**src/rtl/sio_target_bus.sv**
```systemverilog
// sio_target_bus: queues 80-bit link command words in a small FIFO and
// replays them as writes/reads on a valid/ready local register bus.
// The most recent read result (or DEADBEEF on timeout) is held on rdata.
module sio_target_bus #(
    parameter int AW      = 16,
    parameter int DEPTH   = 4,
    parameter int TIMEOUT = 255
) (
    input  logic          c,
    input  logic          r,
    input  logic [79:0]   wdata,
    input  logic          wvalid,
    output logic [31:0]   rdata,
    output logic [AW-1:0] bus_addr,
    output logic [31:0]   bus_wdata,
    output logic          bus_we,
    output logic          bus_valid,
    input  logic          bus_ready,
    input  logic [31:0]   bus_rdata,
    input  logic          bus_rvalid,
    output logic [15:0]   status
);

    localparam int PW = (DEPTH > 1) ? $clog2(DEPTH) : 1;
    localparam int EW = 2 + AW + 32;
    localparam logic [PW:0] FULL   = (PW+1)'(DEPTH);
    localparam logic [7:0]  T_LAST = 8'(TIMEOUT - 1);

    typedef enum logic [1:0] {S_IDLE, S_WR, S_RD, S_RWAIT} state_t;

    state_t          r_state, w_next;
    logic [EW-1:0]   r_mem [DEPTH];
    logic [PW-1:0]   r_wptr, r_rptr;
    logic [PW:0]     r_count;
    logic [1:0]      r_op;
    logic [AW-1:0]   r_addr;
    logic [31:0]     r_wdata;
    logic [31:0]     r_rdata;
    logic [7:0]      r_wcnt;
    logic [7:0]      r_ovf;
    logic [7:0]      r_tmo;

    logic [1:0]      w_op_in;
    logic            w_push_req, w_push, w_pop, w_expire;
    logic [EW-1:0]   w_head;
    logic            w_unused;

    assign w_op_in    = wdata[79:78];
    assign w_push_req = wvalid && (w_op_in != 2'd0);
    assign w_pop      = (r_state == S_IDLE) && (r_count != '0);
    // A full FIFO still takes a command when the head leaves in the same cycle.
    assign w_push     = w_push_req && ((r_count < FULL) || w_pop);
    assign w_head     = r_mem[r_rptr];
    assign w_expire   = (r_wcnt == T_LAST);
    // Reserved bits and address bits above AW are intentionally ignored.
    assign w_unused   = ^{wdata[77:64], wdata[63:32]};

    assign rdata     = r_rdata;
    assign bus_addr  = r_addr;
    assign bus_wdata = r_wdata;
    assign status    = {r_ovf, r_tmo};

    // Command storage (no reset needed: occupancy is tracked by pointers).
    always_ff @(posedge c) begin
        if (w_push) r_mem[r_wptr] <= {w_op_in, wdata[32+AW-1:32], wdata[31:0]};
    end

    // FIFO pointers and occupancy; overflow counter saturates at 255.
    always_ff @(posedge c) begin
        if (r) begin
            r_wptr  <= '0;
            r_rptr  <= '0;
            r_count <= '0;
            r_ovf   <= '0;
        end else begin
            if (w_push) r_wptr <= r_wptr + 1'b1;
            if (w_pop)  r_rptr <= r_rptr + 1'b1;
            case ({w_push, w_pop})
                2'b10:   r_count <= r_count + 1'b1;
                2'b01:   r_count <= r_count - 1'b1;
                default: r_count <= r_count;
            endcase
            if (w_push_req && !w_push && r_ovf != 8'hFF) r_ovf <= r_ovf + 1'b1;
        end
    end

    // FSM state register.
    always_ff @(posedge c) begin
        if (r) r_state <= S_IDLE;
        else   r_state <= w_next;
    end

    // Next-state and bus strobes; request fields come from registers so they
    // stay stable while the bus stalls.
    always_comb begin
        w_next    = r_state;
        bus_valid = 1'b0;
        bus_we    = 1'b0;
        case (r_state)
            S_IDLE:  if (w_pop) w_next = (w_head[EW-1 -: 2] == 2'd2) ? S_RD : S_WR;
            S_WR: begin
                bus_valid = 1'b1;
                bus_we    = 1'b1;
                if (bus_ready) w_next = (r_op == 2'd3) ? S_RD : S_IDLE;
            end
            S_RD: begin
                bus_valid = 1'b1;
                if (bus_ready) w_next = S_RWAIT;
            end
            S_RWAIT: if (bus_rvalid || w_expire) w_next = S_IDLE;
            default: w_next = S_IDLE;
        endcase
    end

    // Request latch on pop, read wait counter, read result and timeout count.
    always_ff @(posedge c) begin
        if (r) begin
            r_op    <= '0;
            r_addr  <= '0;
            r_wdata <= '0;
            r_rdata <= '0;
            r_wcnt  <= '0;
            r_tmo   <= '0;
        end else begin
            if (w_pop) {r_op, r_addr, r_wdata} <= w_head;
            if (r_state == S_RD && bus_ready) r_wcnt <= '0;
            if (r_state == S_RWAIT) begin
                // A response arriving on the expiry cycle still counts as success.
                if (bus_rvalid) begin
                    r_rdata <= bus_rdata;
                end else if (w_expire) begin
                    r_rdata <= 32'hDEADBEEF;
                    if (r_tmo != 8'hFF) r_tmo <= r_tmo + 1'b1;
                end else begin
                    r_wcnt <= r_wcnt + 1'b1;
                end
            end
        end
    end

endmodule

```
**config.mk**
```make
export PLATFORM = sky130hd
export DESIGN_NAME = sio_target_bus
export DESIGN_NICKNAME = d
export VERILOG_FILES = /design/src/rtl/sio_target_bus.sv
export SDC_FILE = /design/constraint.sdc
export NUM_CORES = 1
export LEC_CHECK = 0
export ABC_AREA = 1
export CORE_MARGIN = 1.5
export CORE_UTILIZATION = 45
export CTS_BUF_LIST = sky130_fd_sc_hd__clkbuf_8
export DETAILED_ROUTE_END_ITERATION = 7
export PLACE_DENSITY = 0.8
export SYNTH_ARGS = -nofsm -noshare
export SYNTH_HDL_FRONTEND = slang
export SYNTH_SLANG_ARGS = --single-unit
```
**constraint.sdc**
```tcl
create_clock -name c -period 4.61 [get_ports c]
set_input_delay 0.922 -clock c [delete_from_list [all_inputs] [get_ports c]]
set_output_delay 0.922 -clock c [all_outputs]
set_load 0.02 [all_outputs]
```
==> run_results.csv <==
group,metric,value,unit
pwr,power_density,535,mW/mm^2
global_route,grt_use_total,19.2,%
clock_tree,cts_made_buffers,50,
routing,drtIter0Drc,466,
clock_tree,clock-sinks,317,
global_route,antenna_found_initial,1,
status,run_status,"finished clean",
routing,drtPass1Iterations,5,
routing,drcViolationCount,0,
sta,tightest_slew,1.02,ns
critical_path,arrival,1.91,ns
critical_path,crit_path_end,"bus_valid",
routing,num_vias,8772,
placement,gp_congestion,0.842,
clock_tree,holdBufCountCts,0,
pwr,power,0.00823,W
routing,ant_nets,0,
placement,dp_cells,1620,
synth,synthFlopType,"edfxtp_1",
sta,finalSetupTns,0,ns
floorplan,io_pins,215,
sta,rsz0062_at_grt,"false",
sta,max_freq,0.353,GHz
cells_and_area,final_cell_mix,"232 x nor2_1, 200 x edfxtp_1, 184 x clkdlybuf4s50_1, 181 x o21ai_0, 115 x dfxtp_1",
global_route,grt_pass1_wl,43100,um
floorplan,core_area,0.0269,mm^2
cells_and_area,area.growth.synth_to_final,25.3,%
global_route,grt-busiest-layer,"met2",
min_path,worst_hold_path_type,"reg2reg",
placement,placed_area,0.0144,mm^2
cells_and_area,drive_gt1_share,9.91,%
cells_and_area,fillers,2225,
clock_tree,htreeDepth,2,
pwr,ir_drop,0.000314,V
clock_tree,clk_pin_slew_worst_paths,0.06,ns
global_route,grt_pass1_vias,8741,
critical_path,regToRegSetupSlack,2.06,ns
clock_tree,post_cts_resized,0,
critical_path,criticalPathCategory,"reg2out",
critical_path,r2r-start,"r_state[0]",
global_route,use_met1,22.1,%
synth,synthesis.area,0.0123,mm^2
global_route,met3_usage,4.72,%
min_path,min_path_cells,2,
placement,port_buffers,184,
synth,ys_types,33,
cells_and_area,final_common_cell,"nor2_1",
synth,yosysSeqAreaShare,68.0,%
routing,wire_per_inst,15.8,um
critical_path,worstPathRequired,3.69,ns
sta,slew_violations,0,
clock_tree,clockRootBuffer,"clkbuf_8",
critical_path,startpoint_type,"flip-flop",
critical_path,rr_endpoint,"r_count[2]",
cells_and_area,final_area,0.0154,mm^2
clock_tree,cts.path.max_buffers,3,
clock_tree,cts_setup_buffers,0,
synth,synthArstFlopShare,0,%
synth,syn_nets,1270,
sta,hold_violations,0,
cells_and_area,fin_util,57.3,%
cells_and_area,final-instance-count-excl-fill,1713,
synth,ys_ff_latch,317,
critical_path,reg2reg_depth,13,
sta,max_slew_margin,31.7,%
placement,dp_hpwl,15800,um
routing,viasPerCell,5.12,
floorplan,chipHeight,168,um
synth,synth_edf_count,200,
critical_path,worstSetupStartpoint,"r_state[0]",
floorplan,die_w,168,um
sta,period_needed,2.83,ns
pwr,p_leak,5.54,nW
run,maxCapViolCount,0,
floorplan,die-area,0.0283,mm^2
clock_tree,cts_tree,"done",
clock_tree,clk_latency,0.56,ns
floorplan,rows,60,
global_route,gr-total-overflow,0,
global_route,grt_max_degree,105,
synth,syn_area_per_cell,10.8,um^2
global_route,met2_usage,34.4,%
cells_and_area,n_antenna_cell,0,
synth,syn_inst,1139,
routing,drt-total-wl,27100,um
sta,setup_viol,0,
cells_and_area,nets,1462,
floorplan,initial_core_util,45.7,%
synth,ys_warn_count,0,
sta,finalCritPeriodShare,61.4,%
sta,clock-skew-final,0.0145,ns
critical_path,endpoint_kind,"output pin",
critical_path,cp_max_fo,3,
layout make-up:
type	instances	area [um^2]	share of cell area, %
clock buffer	53	729	4.74
clock inverter	40	243	1.58
tap	341	427	2.77
timing repair buffer	201	1970	12.8
multi-input combinational	711	3480	22.6
sequential	317	8350	54.3
inverter	50	193	1.25
worst min-delay path by stage:
stage / slack (ns) / to / from
floorplan: 0.44 / flip-flop / r_rptr[1]
global placement: 0.44 / flip-flop / r_rptr[1]
detailed placement: 0.44 / flip-flop / r_rptr[1]
CTS: 0.45 / flip-flop / r_rptr[1]
global route: 0.48 / rdata[20] / rdata[20]
finish: 0.45 / flip-flop / r_rptr[1]
cells in the mapped netlist, types with 3 or more instances:
master / count / share of area, %
xor2_1: 6 / 0.43
nand2_1: 92 / 2.8
nor2_2: 41 / 2.1
nand2_2: 3 / 0.15
buf_2: 21 / 0.86
dfxtp_1: 117 / 19
edfxtp_1: 200 / 49
a21oi_1: 37 / 1.5
o21ai_1: 12 / 0.49
clkbuf_1: 34 / 1.0
a31oi_1: 49 / 2.5
buf_4: 3 / 0.18
nand3_1: 25 / 1.0
o21ai_0: 181 / 7.4
inv_1: 47 / 1.4
ha_1: 13 / 1.3
nor2_1: 236 / 7.2
where the power goes:
group / switching, W / internal (W)
sequential: 0.000210 / 0.00341
clock: 0.00104 / 0.00123
combinational: 0.00147 / 0.000866
flip-flops by register name (all words and copies together) (netlist names), named ones only:
signal / count
r_wcnt: 8
r_tmo: 8
bus_addr: 16
r_mem: 200
r_count: 3
r_ovf: 8
rdata: 32
r_state: 2
r_op: 2
r_wptr: 2
bus_wdata: 32
r_rptr: 2
critical path, cell delays in order (launching register included):
cell and delay, ns:
dfxtp_1 0.36, inv_1 0.09, ha_1 0.29, clkdlybuf4s50_1 0.61
layer usage:
metal / wire, um / vias up / part of all wire, %
li1: - / 4314 / -
met1: 11100 / 4111 / 41
met2: 13400 / 294 / 50
met3: 1930 / 53 / 7.1
met4: 639 / 0 / 2.4
met5: 0 / - / 0
per-stage QoR:
stage                     worst slack [ns]  hold WS (ns)
after floorplan                      0.851         0.436
after global placement                1.53         0.439
after detailed placement              1.53         0.445
after CTS                             1.74         0.454
after global routing                  1.71         0.477
final                                 1.78         0.455
logic make-up after synthesis:
logic type / after synthesis / synth area share (%)
xor+xnor: 8 / 0.570
simple gates: 406 / 13.9
fa+ha+maj: 14 / 1.49
buf+inv: 111 / 4.00
compound gates: 283 / 12.1
flops: 317 / 68.0
Note: power is estimated with default switching activity, not from simulation.
==> RTL edit (same flow settings) <==
Compare `r_wcnt` against `T_LAST` with >= in place of ==.
--- a/src/rtl/sio_target_bus.sv
+++ b/src/rtl/sio_target_bus.sv
@@ -53,3 +53,3 @@
     assign w_head     = r_mem[r_rptr];
-    assign w_expire   = (r_wcnt == T_LAST);
+    assign w_expire   = (r_wcnt >= T_LAST);
     // Reserved bits and address bits above AW are intentionally ignored.
Function: same outputs for any inputs over 4 cycles, from zero or initial values; that may be too few to reach the edited logic, so the function may still have changed.
==> RTL edit against the unedited design <==
- setup slack got worse by 4.1 ps
- total power increased by 4.1%
- highest routed layer unchanged
- critical path type unchanged
- cell area increased by 0.22%
- die area decreased by 0.39%
- worst hold slack improved by 6.4 ps
- synthesized area decreased by 0.40%
- non-clock buffer count decreased by 5
- routed wire length decreased by 0.64%
- synthesized cell count decreased by 1.5%
- via count decreased by 1.6%
- sequential cell count unchanged
==> RTL edit: results (changes against the unedited design) <==
----------------------------------------------------
[Placement]
  Post-place setup slack ... 1310 ps (was 1530 ps)
  DP Wirelength ... 15,100 um (was 15,800 um)
  Weighted congestion at the end of routability-driven global placement ... 0.816 (was 0.842)

[Cells and area]
  Inverter count of the layout excluding clock inverters ... 48 (was 50)
  Final-layout clock buffer total ... 61 (was 53)
  Proportion of cell area occupied by multi-input gates ... 0.221 (was 0.226)
  Fillers ... 2,131 (was 2,225)
  Layout net count ... 1,442 (was 1,462)
  Share of cells above drive strength 1 ... 0.0984 (was 0.0991)
  Clock-cell share ... 0.0700 (was 0.0631)
  Multi-Input Combinational ... 697 (was 711)
  Non-Clock Buffer Count ... 196 (was 201)

[Power]
  Net load switching power ... 2810 uW (was 2720 uW)
  Combinational share of power ... 0.289 (was 0.284)
  Leakage ... 0.00548 uW (was 0.00554 uW)
  Sequential power ... 3610 uW (was 3620 uW)

[Routing]
  DR vias ... 8,630 (was 8,772)
  Total Wirelength ... 26,900 um (was 27,100 um)

[Timing]
  Period minus WS final ... 2830 ps (about the same)
  Final clock skew ... 25.8 ps (was 14.5 ps)

[Synthesis]
  XOR/XNOR share of the synthesized area ... 0.00573 (was 0.00570)
  Post-synthesis compound-gate area fraction ... 0.119 (was 0.121)
  Sequential element share of the synthesized area ... 0.682 (was 0.680)
  Most used standard cells in the synthesized netlist ... sky130_fd_sc_hd__nor2_1 (248), sky130_fd_sc_hd__edfxtp_1 (200), sky130_fd_sc_hd__o21ai_0 (168) (was sky130_fd_sc_hd__nor2_1 (236), sky130_fd_sc_hd__edfxtp_1 (200), sky130_fd_sc_hd__o21ai_0 (181))
  Synthesized net count ... 1,253 (was 1,270)
  Area share of fa/ha/maj cells after synthesis ... 0.0149 (about the same)
  Cell types occupying the most area after synthesis ... sky130_fd_sc_hd__edfxtp_1 (49%), sky130_fd_sc_hd__dfxtp_1 (19%), sky130_fd_sc_hd__nor2_1 (7.6%) (was sky130_fd_sc_hd__edfxtp_1 (49%), sky130_fd_sc_hd__dfxtp_1 (19%), sky130_fd_sc_hd__o21ai_0 (7.4%))

[Clock tree]
  Worst-Skew Late Latency ... 560 ps (about the same)
  Cts bufs inserted ... 51 (was 50)

[Critical path]
  Largest fanout of any net on the critical path ... 4 (was 3)
  Endpoint of the worst setup timing path ... bus_valid (unchanged)
  Critical path origin ... r_state[1] (was r_state[0])
  Crit path largest cell delay ... 630 ps (was 610 ps)

[Global routing]
  Pin count of the biggest net entering global routing ... 102 (was 105)
  Number of global-route vias before repair ... 8,532 (was 8,741)
  Antenna violations before repair ... 0 (was 1)
  All-layer global routing usage ... 0.189 (was 0.192)
  Wire length of the first global-routing pass ... 42,200 um (was 43,100 um)

[Outcome]
  Run status ... completed (unchanged)

----------------------------------------------------
==> RTL edit: per-stage QoR <==
step,instances,util,hold WS [ps],area [um^2]
after floorplan,1122,-,444,12200
after global placement,1599,0.535,448,14400
after detailed placement,1599,0.535,455,14400
after CTS,1693,0.576,463,15400
after global routing,1693,0.576,471,15400
final,1693,0.576,461,15400
==> RTL edit: how the worst min path moves through the flow <==
stage	startpoint	end	cells past startpoint
finish	rdata[22]	rdata[22]	2
global placement	rdata[22]	rdata[22]	2
CTS	rdata[22]	rdata[22]	2
floorplan	r_count[0]	r_count[0]	1
global route	rdata[4]	rdata[4]	2
detailed placement	rdata[22]	rdata[22]	2
==> RTL edit: per-layer routing <==
layer	part of all wire	GRT usage	vias to the layer above
met5	0	0	-
met4	0.017	0.0635	0
met3	0.069	0.0491	40
met2	0.50	0.334	263
met1	0.42	0.224	4064
li1	-	-	4263
==> RTL edit: cell families after synthesis <==
family / after synthesis
xor+xnor: 8
buf+inv: 108
simple gates: 401
compound gates: 274
flops: 317
fa+ha+maj: 14
